<file path="config.mk">
export PLATFORM = sky130hd
export DESIGN_NAME = prog_int_handler_flat
export DESIGN_NICKNAME = d
export VERILOG_FILES = /design/src/rtl/prog_int_handler_pkg.sv /design/src/rtl/prog_int_handler_if.sv /design/src/rtl/prog_int_esr_enc.sv /design/src/rtl/prog_int_handler.sv /design/src/flat_wrapper.sv
export SDC_FILE = /design/constraint.sdc
export NUM_CORES = 1
export LEC_CHECK = 0
export ABC_CLOCK_PERIOD_IN_PS = 1800
export CORE_MARGIN = 2
export CORE_UTILIZATION = 42
export DETAILED_ROUTE_END_ITERATION = 10
export HOLD_SLACK_MARGIN = 0.15
export PLACE_DENSITY = 0.81
export SYNTH_ARGS = -nofsm -noshare
export SYNTH_HDL_FRONTEND = slang
export SYNTH_SLANG_ARGS = --single-unit
</file>
<file path="constraint.sdc">
create_clock -name clk -period 1.8 [get_ports clk]
set_input_delay 0.18 -clock clk [delete_from_list [all_inputs] [get_ports clk]]
set_output_delay 0.18 -clock clk [all_outputs]
set_load 0.02 [all_outputs]
</file>
<file path="src/rtl/prog_int_handler_pkg.sv">
// Shared definitions for the Book E program-interrupt entry sequencer:
// SPR numbers, MSR/ESR bit positions (big-endian numbering) and the FSM encoding.
package prog_int_handler_pkg;

  localparam logic [0:9] SPRN_SRR0 = 10'd26;
  localparam logic [0:9] SPRN_SRR1 = 10'd27;
  localparam logic [0:9] SPRN_ESR  = 10'd62;

  localparam int MSR_CE = 14;
  localparam int MSR_ME = 19;
  localparam int MSR_DE = 22;

  localparam int ESR_PIL_BIT = 4;
  localparam int ESR_PPR_BIT = 5;
  localparam int ESR_PTR_BIT = 6;

  // Single set bit at a big-endian index (bit 0 is the MSB).
  function automatic logic [0:31] beBit(input int idx);
    logic [0:31] v;
    v      = '0;
    v[idx] = 1'b1;
    return v;
  endfunction

  localparam logic [0:31] DEF_MSR_KEEP_MASK = beBit(MSR_CE) | beBit(MSR_ME) | beBit(MSR_DE);
  localparam logic [0:31] DEF_ESR_PIL       = beBit(ESR_PIL_BIT);
  localparam logic [0:31] DEF_ESR_PPR       = beBit(ESR_PPR_BIT);
  localparam logic [0:31] DEF_ESR_PTR       = beBit(ESR_PTR_BIT);

  typedef struct packed {
    logic illegal;
    logic privileged;
    logic trap;
  } progCode_t;

  typedef enum logic [2:0] {
    IDLE,
    SAVE_SRR0,
    SAVE_SRR1,
    SAVE_ESR,
    SET_MSR,
    REDIRECT,
    ACK
  } progState_t;

endpackage

</file>
<file path="src/rtl/prog_int_handler_if.sv">
// Request/ack handshake plus SPR, MSR and next-PC write ports of the program-interrupt handler.
interface prog_int_handler_if;
  import prog_int_handler_pkg::*;

  logic        progErr;
  progCode_t   progErrCode;
  logic [0:31] excPC;
  logic [0:31] MSR;
  logic [0:31] IVPR;
  logic [0:31] IVOR6;
  logic        ack;
  logic        busy;
  logic        spr_we;
  logic [0:9]  spr_wn;
  logic [0:31] spr_wd;
  logic        msr_we;
  logic [0:31] msr_wd;
  logic        npc_we;
  logic [0:31] npc;

  // Requester / surrounding core side.
  modport master (
    output progErr, progErrCode, excPC, MSR, IVPR, IVOR6,
    input  ack, busy, spr_we, spr_wn, spr_wd, msr_we, msr_wd, npc_we, npc
  );

  // Handler side.
  modport slave (
    input  progErr, progErrCode, excPC, MSR, IVPR, IVOR6,
    output ack, busy, spr_we, spr_wn, spr_wd, msr_we, msr_wd, npc_we, npc
  );

endinterface

</file>
<file path="src/rtl/prog_int_esr_enc.sv">
// Fixed-priority encoder from the captured cause code to the ESR value saved on entry.
module prog_int_esr_enc
  import prog_int_handler_pkg::*;
#(
  parameter logic [0:31] ESR_PIL = DEF_ESR_PIL,
  parameter logic [0:31] ESR_PPR = DEF_ESR_PPR,
  parameter logic [0:31] ESR_PTR = DEF_ESR_PTR
) (
  input  progCode_t   code,
  output logic [0:31] esr
);

  // A spurious request (no cause bit) still runs the full sequence with ESR=0.
  always_comb begin
    if (code.illegal)         esr = ESR_PIL;
    else if (code.privileged) esr = ESR_PPR;
    else if (code.trap)       esr = ESR_PTR;
    else                      esr = '0;
  end

endmodule

</file>
<file path="src/rtl/prog_int_handler.sv">
// Program-interrupt entry sequencer: saves SRR0/SRR1/ESR, masks MSR, redirects
// fetch to IVPR||IVOR6 and acks the requester, one step per cycle.
module prog_int_handler
  import prog_int_handler_pkg::*;
#(
  parameter logic [0:31] MSR_KEEP_MASK = DEF_MSR_KEEP_MASK,
  parameter logic [0:31] ESR_PIL       = DEF_ESR_PIL,
  parameter logic [0:31] ESR_PPR       = DEF_ESR_PPR,
  parameter logic [0:31] ESR_PTR       = DEF_ESR_PTR
) (
  input logic              clk,
  input logic              rst,
  prog_int_handler_if.slave bus
);

  progState_t  state;
  progState_t  stateNext;
  progCode_t   codeQ;
  logic [0:31] excPcQ;
  logic [0:31] msrQ;
  logic [0:15] ivprHiQ;
  logic [0:11] ivorMidQ;
  logic [0:31] esrVal;

  prog_int_esr_enc #(
    .ESR_PIL (ESR_PIL),
    .ESR_PPR (ESR_PPR),
    .ESR_PTR (ESR_PTR)
  ) esrEnc (
    .code (codeQ),
    .esr  (esrVal)
  );

  // NOTE: non-blocking assignments so every register samples the pre-edge values.
  always_ff @(posedge clk) begin
    if (rst) begin
      state    <= IDLE;
      codeQ    <= '0;
      excPcQ   <= '0;
      msrQ     <= '0;
      ivprHiQ  <= '0;
      ivorMidQ <= '0;
    end else begin
      state <= stateNext;
      // Snapshot everything on entry; later input changes (including our own MSR write) are ignored.
      if (state == IDLE && bus.progErr) begin
        codeQ    <= bus.progErrCode;
        excPcQ   <= bus.excPC;
        msrQ     <= bus.MSR;
        ivprHiQ  <= bus.IVPR[0:15];
        ivorMidQ <= bus.IVOR6[16:27];
      end
    end
  end

  // NOTE: every output gets a default first so no path through the case infers a latch.
  always_comb begin
    stateNext  = state;
    bus.ack    = 1'b0;
    bus.busy   = (state != IDLE);
    bus.spr_we = 1'b0;
    bus.spr_wn = '0;
    bus.spr_wd = '0;
    bus.msr_we = 1'b0;
    bus.msr_wd = '0;
    bus.npc_we = 1'b0;
    bus.npc    = '0;

    unique case (state)
      IDLE: begin
        if (bus.progErr) stateNext = SAVE_SRR0;
      end
      SAVE_SRR0: begin
        stateNext  = SAVE_SRR1;
        bus.spr_we = 1'b1;
        bus.spr_wn = SPRN_SRR0;
        bus.spr_wd = excPcQ;
      end
      SAVE_SRR1: begin
        stateNext  = SAVE_ESR;
        bus.spr_we = 1'b1;
        bus.spr_wn = SPRN_SRR1;
        bus.spr_wd = msrQ;
      end
      SAVE_ESR: begin
        stateNext  = SET_MSR;
        bus.spr_we = 1'b1;
        bus.spr_wn = SPRN_ESR;
        bus.spr_wd = esrVal;
      end
      SET_MSR: begin
        stateNext  = REDIRECT;
        bus.msr_we = 1'b1;
        bus.msr_wd = msrQ & MSR_KEEP_MASK;
      end
      REDIRECT: begin
        stateNext  = ACK;
        bus.npc_we = 1'b1;
        bus.npc    = {ivprHiQ, ivorMidQ, 4'b0000};
      end
      ACK: begin
        stateNext = IDLE;
        bus.ack   = 1'b1;
      end
      default: stateNext = IDLE;
    endcase
  end

endmodule

</file>
<file path="src/flat_wrapper.sv">
// flat-port wrapper written by rule: the top's interface ports become plain ports
module prog_int_handler_flat import prog_int_handler_pkg::*;
#(
  parameter logic [0:31] MSR_KEEP_MASK = DEF_MSR_KEEP_MASK,
  parameter logic [0:31] ESR_PIL       = DEF_ESR_PIL,
  parameter logic [0:31] ESR_PPR       = DEF_ESR_PPR,
  parameter logic [0:31] ESR_PTR       = DEF_ESR_PTR
)
  (clk, rst, bus_progErr, bus_progErrCode, bus_excPC, bus_MSR, bus_IVPR, bus_IVOR6, bus_ack, bus_busy, bus_spr_we, bus_spr_wn, bus_spr_wd, bus_msr_we, bus_msr_wd, bus_npc_we, bus_npc);
  prog_int_handler_if bus_i ();
  input logic clk;
  input logic rst;
  input wire logic [$bits(bus_i.progErr)-1:0] bus_progErr;
  input wire logic [$bits(bus_i.progErrCode)-1:0] bus_progErrCode;
  input wire logic [$bits(bus_i.excPC)-1:0] bus_excPC;
  input wire logic [$bits(bus_i.MSR)-1:0] bus_MSR;
  input wire logic [$bits(bus_i.IVPR)-1:0] bus_IVPR;
  input wire logic [$bits(bus_i.IVOR6)-1:0] bus_IVOR6;
  output wire logic [$bits(bus_i.ack)-1:0] bus_ack;
  output wire logic [$bits(bus_i.busy)-1:0] bus_busy;
  output wire logic [$bits(bus_i.spr_we)-1:0] bus_spr_we;
  output wire logic [$bits(bus_i.spr_wn)-1:0] bus_spr_wn;
  output wire logic [$bits(bus_i.spr_wd)-1:0] bus_spr_wd;
  output wire logic [$bits(bus_i.msr_we)-1:0] bus_msr_we;
  output wire logic [$bits(bus_i.msr_wd)-1:0] bus_msr_wd;
  output wire logic [$bits(bus_i.npc_we)-1:0] bus_npc_we;
  output wire logic [$bits(bus_i.npc)-1:0] bus_npc;
  assign bus_i.progErr = bus_progErr;
  assign bus_i.progErrCode = bus_progErrCode;
  assign bus_i.excPC = bus_excPC;
  assign bus_i.MSR = bus_MSR;
  assign bus_i.IVPR = bus_IVPR;
  assign bus_i.IVOR6 = bus_IVOR6;
  assign bus_ack = bus_i.ack;
  assign bus_busy = bus_i.busy;
  assign bus_spr_we = bus_i.spr_we;
  assign bus_spr_wn = bus_i.spr_wn;
  assign bus_spr_wd = bus_i.spr_wd;
  assign bus_msr_we = bus_i.msr_we;
  assign bus_msr_wd = bus_i.msr_wd;
  assign bus_npc_we = bus_i.npc_we;
  assign bus_npc = bus_i.npc;
  prog_int_handler #(.MSR_KEEP_MASK(MSR_KEEP_MASK), .ESR_PIL(ESR_PIL), .ESR_PPR(ESR_PPR), .ESR_PTR(ESR_PTR)) u_core (.clk(clk), .rst(rst), .bus(bus_i));
endmodule
</file>
==> reports/metrics.yaml, run 1 <==
synth-adder-area-share: 0
drive_above_1_share: 0.179
criticalPathCategory: "register to output pin"
fin_crit_sh: 0.995
cts_max_level: 3
fin_total_pwr_mw: 6.01
synthMuxAreaShare: 0.181
clock-root-buffer: "clkbuf_16"
ys_types: 28
ant_nets: 0
hp-start: "rst"
fp-row-count: 41
synthDominantCellAreaShare: 0.369
place_hpwl_um: 9020
synth_top_family_by_area: "simple AND/OR/NAND/NOR gates"
core_um2: 12500
ys_top_cells_by_area: "dfxtp_1, nand2b_1, mux2i_1"
cp-start-kind: "register"
grt_pass1_wl_um: 20000
die_h_um: 117
vias: 4203
routedWlPerCell_um: 14.8
setup_viol: 0
leakage_nw: 3.17
die-area_um2: 13600
die_w_um: 117
power_density_nw_per_um2: 800
clock_skew_ns: 0.00550
grt_pass1_vias: 4023
fin_nets: 860
layout_common_cells: "nand2b_1, mux2i_1, clkdlybuf4s50_1"
r2r_slack_ns: 0.06
ioPinCount: 245
rsz0062_at_grt: "yes"
finalSetupTns_ns: 0
end_kind: "output pin"
drc_errors: 0
fmax_mhz: 558
fin_crit_ns: 1.79
final_cell_area_um2: 7510
report.final.slew_viol_count: 0
dp_slack_ns: -0.177
irDropWorstVdd_mv: 0.505
cts_tree: "built"
routed_wl_um: 13300
drtIter0Drc: 136
numCtsBuffers: 9
num_antenna_cells: 0
grt_max_degree: 66
synth-simple-area-share: 0.286
clkTransAtPathRegs_ns: 0.07
syn2layout_area_growth_pct: 41.2
syn_area_um2: 5320
ys_warn_count: 0
io_buffers: 171
ys_ff_latch: 98
grt.overflow.total: 0
hold_viol: 0
cp.required_ns: 1.62
synth_compound_area_frac: 0.0583
cts_sinks: 98
synthXorXnorAreaFrac: 0
regToRegStartpoint: "u_core.state[1]$_SDFFE_PP0P_"
first_pass_iters: 4
track_usage: 0.188
min-delay-path-class: "input port to register"
dpl_cell_area_um2: 7110
initial_utilization: 0.425
cts_hold_buf: 0
routed_via_density: 4.65
antenna_found_initial: 0
rr_endpoint: "u_core.excPcQ[7]$_SDFFE_PP0P_"
critPathMaxFanout: 6
max-cap-violations: 0
status: "finished clean"
r2r_cells: 6
arrival_ns: 1.61
syn_area_per_cell_um2: 9.57
gp_congestion: 0.806
final_common_cell: "nand2b_1"
clk_path_buf_depth: 2
yosys.area.top_type: "dfxtp_1"
crit_path_start: "u_core.state[0]$_SDFFE_PP0P_"
worstSetupEndpoint: "bus_spr_wd[18]"
fin_ws_ns: 0.00917
clk_latency_ns: 0.34
synthCells: 556
yosysSeqAreaShare: 0.369
metrics by stage:
step / hold WS [ns] / util / instances
after floorplan: 0.335 / - / 592
after global placement: 0.454 / 0.568 / 877
after detailed placement: 0.462 / 0.568 / 877
after CTS: 0.207 / 0.598 / 902
after global routing: 0.246 / 0.600 / 903
final: 0.206 / 0.600 / 903
worst max-delay path: stages (launching register included):
cell     delay [ns]
dfxtp_4        0.37
buf_12         0.13
nor3b_4        0.21
buf_6          0.15
buf_8          0.12
a22o_1         0.16
buf_6          0.13
logic make-up after synthesis:
logic type,after synthesis
compound gates,36
simple gates,239
mux,96
buf+inv,86
flops,98
other cells,1
how the worst min path moves through the flow:
stage	end	cells past startpoint
floorplan	u_core.codeQ[0]$_SDFFE_PP0P_	2
global placement	u_core.ivorMidQ[7]$_SDFFE_PP0P_	2
detailed placement	u_core.msrQ[6]$_SDFFE_PP0P_	2
CTS	u_core.state[0]$_SDFFE_PP0P_	2
global route	u_core.state[0]$_SDFFE_PP0P_	2
finish	u_core.state[0]$_SDFFE_PP0P_	2
state kept, by name, indices dropped and copies added (netlist names):
register / count
u_core.codeQ: 3
u_core.state: 3
u_core.excPcQ: 32
u_core.msrQ: 32
u_core.ivorMidQ: 12
u_core.ivprHiQ: 16
routing by layer:
metal / vias to the layer above / wire length [µm] / global-route usage
met5: - / 0 / 0
met4: 0 / 172 / 0.0573
met3: 15 / 697 / 0.0348
met2: 130 / 6700 / 0.328
met1: 1962 / 5780 / 0.236
li1: 2096 / - / -
layout make-up:
type / instances / area, µm²
Clock buffer: 9 / 225
Clock inverter: 7 / 125
Fill cell: 1129 / 5000
Inverter: 1 / 3.75
Multi-Input combinational cell: 408 / 2980
Sequential cell: 98 / 1970
Tap cell: 172 / 215
Timing Repair Buffer: 208 / 1990
timing repair:
item	in CTS	in global routing
gates cloned	4	1
buffers inserted	5	2
pin swaps	2	6
resized for setup	268	52
endpoints found under the setup margin	74	90
cell usage after synthesis:
master,n
nand2b_1,191
dfxtp_1,98
mux2i_1,96
buf_4,44
and2_1,31
a22o_1,29
clkbuf_1,25
buf_2,9
buf_8,5
nor2_1,3
nor4bb_1,3
a21oi_1,2
a221o_1,2
and3b_1,2
nor2b_1,2
nor3b_1,2
a2111oi_0,1
a211oi_1,1
buf_6,1
clkbuf_2,1
conb_1,1
inv_1,1
nand3b_1,1
nor3_1,1
nor3b_2,1
nor4b_2,1
o21ba_2,1
or3_1,1
where the power goes:
part           total (mW)  internal, mW  switching, mW  leakage, nW
combinational        1.28         0.688          0.594         2.19
clock                2.26          1.37          0.888        0.171
sequential           2.46          2.35          0.111        0.807
total                6.01          4.41           1.59         3.17
(Power assumes the default switching activity.)
==> run 2, diff against run 1 <==
--- a/config.mk
+++ b/config.mk
@@ -6,11 +6,13 @@
 export NUM_CORES = 1
 export LEC_CHECK = 0
 export ABC_CLOCK_PERIOD_IN_PS = 1800
+export CORE_ASPECT_RATIO = 0.9
 export CORE_MARGIN = 2
 export CORE_UTILIZATION = 42
 export DETAILED_ROUTE_END_ITERATION = 10
 export HOLD_SLACK_MARGIN = 0.15
 export PLACE_DENSITY = 0.81
+export SETUP_SLACK_MARGIN = 0.4
 export SYNTH_ARGS = -nofsm -noshare
 export SYNTH_HDL_FRONTEND = slang
 export SYNTH_SLANG_ARGS = --single-unit
==> run 2 against run 1 <==
  * The flow now finishes with violations (setup timing)
  * Die area about the same
  * Final cell count up 4.0%
  * Register-to-register slack worse by 0.04 ns
  * Critical path depth unchanged
  * Critical path type unchanged
==> reports/metrics.yaml, run 2 (synthesis gave the netlist of run 1 again) <==
clk_latency_ns: 0.34  # about the same
ioPinCount: 245  # unchanged
final_common_cell: "nand2b_1"
grt.overflow.total: 0  # unchanged
syn2layout_area_growth_pct: 64.8
setup_viol: 38  # +38
num_antenna_cells: 0  # unchanged
vias: 4453  # +5.9%
hold_viol: 0  # unchanged
cp.required_ns: 1.62  # about the same
power_density_nw_per_um2: 718  # -10%
clockPowerShare: 0.312  # -0.065
fill_cells: 881  # -22%
max-cap-violations: 0  # unchanged
seqPwrFrac: 0.391  # -0.019
arrival_ns: 1.70  # +0.09 ns
die_w_um: 123  # +5.2%
cp-start-kind: "register"
final_cell_area_um2: 8770  # +17%
clock-root-buffer: "clkbuf_16"
r2r_cells: 9  # +3
routed_via_density: 4.74  # +1.9%
end_kind: "output pin"
antenna_found_initial: 0  # unchanged
cts_tree: "built"
top_regs: "u_core.excPcQ x32, u_core.msrQ x32, u_core.ivprHiQ x16"
cts_sinks: 98  # unchanged
irDropWorstVdd_mv: 0.484  # -4.2%
grt_max_degree: 71  # +7.6%
place_hpwl_um: 8760  # -2.9%
r2r_slack_ns: 0.02  # -0.04 ns
utilization: 0.718  # +0.117
fin_crit_ns: 1.88  # +0.0867 ns
leakage_nw: 3.67  # +16%
cts_max_level: 3  # unchanged
cts_hold_buf: 0  # unchanged
p_comb_frac: 0.297  # +0.084
criticalPathCategory: "register to output pin"
min-delay-path-class: "input port to register"
numCtsBuffers: 9  # unchanged
initial_utilization: 0.436  # +0.0104
clk_path_buf_depth: 2  # unchanged
p_sw_frac: 0.271  # +0.00537
whs_ns: 0.236  # +0.0298 ns
p_sw_mw: 1.70  # +7.0%
report.final.slew_viol_count: 0  # unchanged
fp-row-count: 38  # -7.3%
layout_common_cells: "nand2b_1, buf_6, clkdlybuf4s50_1"
fmax_mhz: 533  # -4.6%
critPathMaxFanout: 11  # +5
core_um2: 12200  # -2.4%
regToRegStartpoint: "u_core.state[1]$_SDFFE_PP0P_"
routedWlPerCell_um: 16.1  # +9.0%
rsz0062_at_grt: "yes"
drive_above_1_share: 0.290  # +0.111
hp-start: "rst"
fin_ws_ns: -0.0775  # -0.0867 ns
gp_congestion: 0.794  # -1.5%
power.internal_mw: 4.59  # +4.1%
fin_nets: 908  # +5.6%
status: "finished with violations"
io_buffers: 171  # unchanged
grt_pass1_wl_um: 22500  # +12%
track_usage: 0.209  # +0.0209
die_h_um: 111  # -5.0%
dpl_cell_area_um2: 7130  # +0.35%
fin_crit_sh: 1.04  # +0.0481
whs_path_depth: 2  # unchanged
first_pass_iters: 4  # unchanged
grt_pass1_vias: 4420  # +9.9%
drtIter0Drc: 230  # +69%
clock_skew_ns: 0.00649  # +0.000985 ns
ant_nets: 0  # unchanged
instances_no_fill: 939  # +4.0%
die-area_um2: 13600  # about the same
violations: "setup timing"
placed_cells: 863  # -1.6%
rr_endpoint: "u_core.excPcQ[30]$_SDFFE_PP0P_"
clkTransAtPathRegs_ns: 0.07  # about the same
drc_errors: 0  # unchanged
routed_wl_um: 15100  # +13%
min_to: "u_core.state[2]$_SDFFE_PP0P_"
[run 2: power groups by stage]
stage                     clock [mW]  sequential [mW]  combinational, mW
after floorplan                    0             2.47              0.846
after global placement             0             2.49               1.23
after detailed placement           0             2.50               1.25
after CTS                       2.02             2.46               1.67
after global routing            2.12             2.48               1.98
final                           1.97             2.46               1.87
[run 2: timing repair]
item	4_1_cts	5_1_grt
pin swaps	10	42
gates cloned	15	3
endpoints found under the setup margin	169	171
resized for setup	478	74
buffers inserted	27	15
[run 2: cell type report]
type,instances,area [µm²],share of cell area
inverters,1,3.75,0.000428
clock inverters,5,63.8,0.00728
repair buffers,256,3160,0.361
clock buffers,11,243,0.0277
multi-input cells,408,3120,0.356
well taps,160,200,0.0228
flip-flops and latches,98,1970,0.225
[run 2: worst max-delay path by stage]
stage,cells past startpoint,start,endpoint
3_5_place_dp,4,u_core.state[1]$_SDFFE_PP0P_,bus_spr_wd[25]
2_1_floorplan,4,u_core.state[0]$_SDFFE_PP0P_,bus_spr_wn[3]
5_1_grt,7,u_core.state[0]$_SDFFE_PP0P_,bus_spr_wd[30]
3_3_place_gp,4,u_core.state[1]$_SDFFE_PP0P_,bus_spr_wd[25]
6_report,6,u_core.state[1]$_SDFFE_PP0P_,bus_spr_wd[26]
4_1_cts,6,u_core.state[0]$_SDFFE_PP0P_,bus_spr_wd[13]
[run 2: layer usage]
metal  track usage  vias to the layer above  share of wire
li1              -                     2193              -
met5             0                        -              0
met3        0.0468                       14          0.057
met1         0.269                     2107           0.42
met4        0.0483                        0          0.011
met2         0.351                      139           0.51
[run 2: critical path, cell delays in order, from the launching register on]
cell and delay (ns):
dfxtp_4 0.37, nor3b_4 0.16, buf_6 0.12, buf_6 0.11, buf_12 0.13, a221o_1 0.32
buf_6 0.14
[run 2: metrics by stage]
stage | setup TNS [ns] | total power, mW | setup WS [ns]
finish | -1.00 | 6.30 | -0.0775
global route | -5.78 | 6.58 | -0.150
CTS | -1.28 | 6.15 | -0.0656
detailed placement | -4.47 | 3.75 | -0.124
global placement | -3.07 | 3.72 | -0.104
floorplan | 0 | 3.32 | 0.277
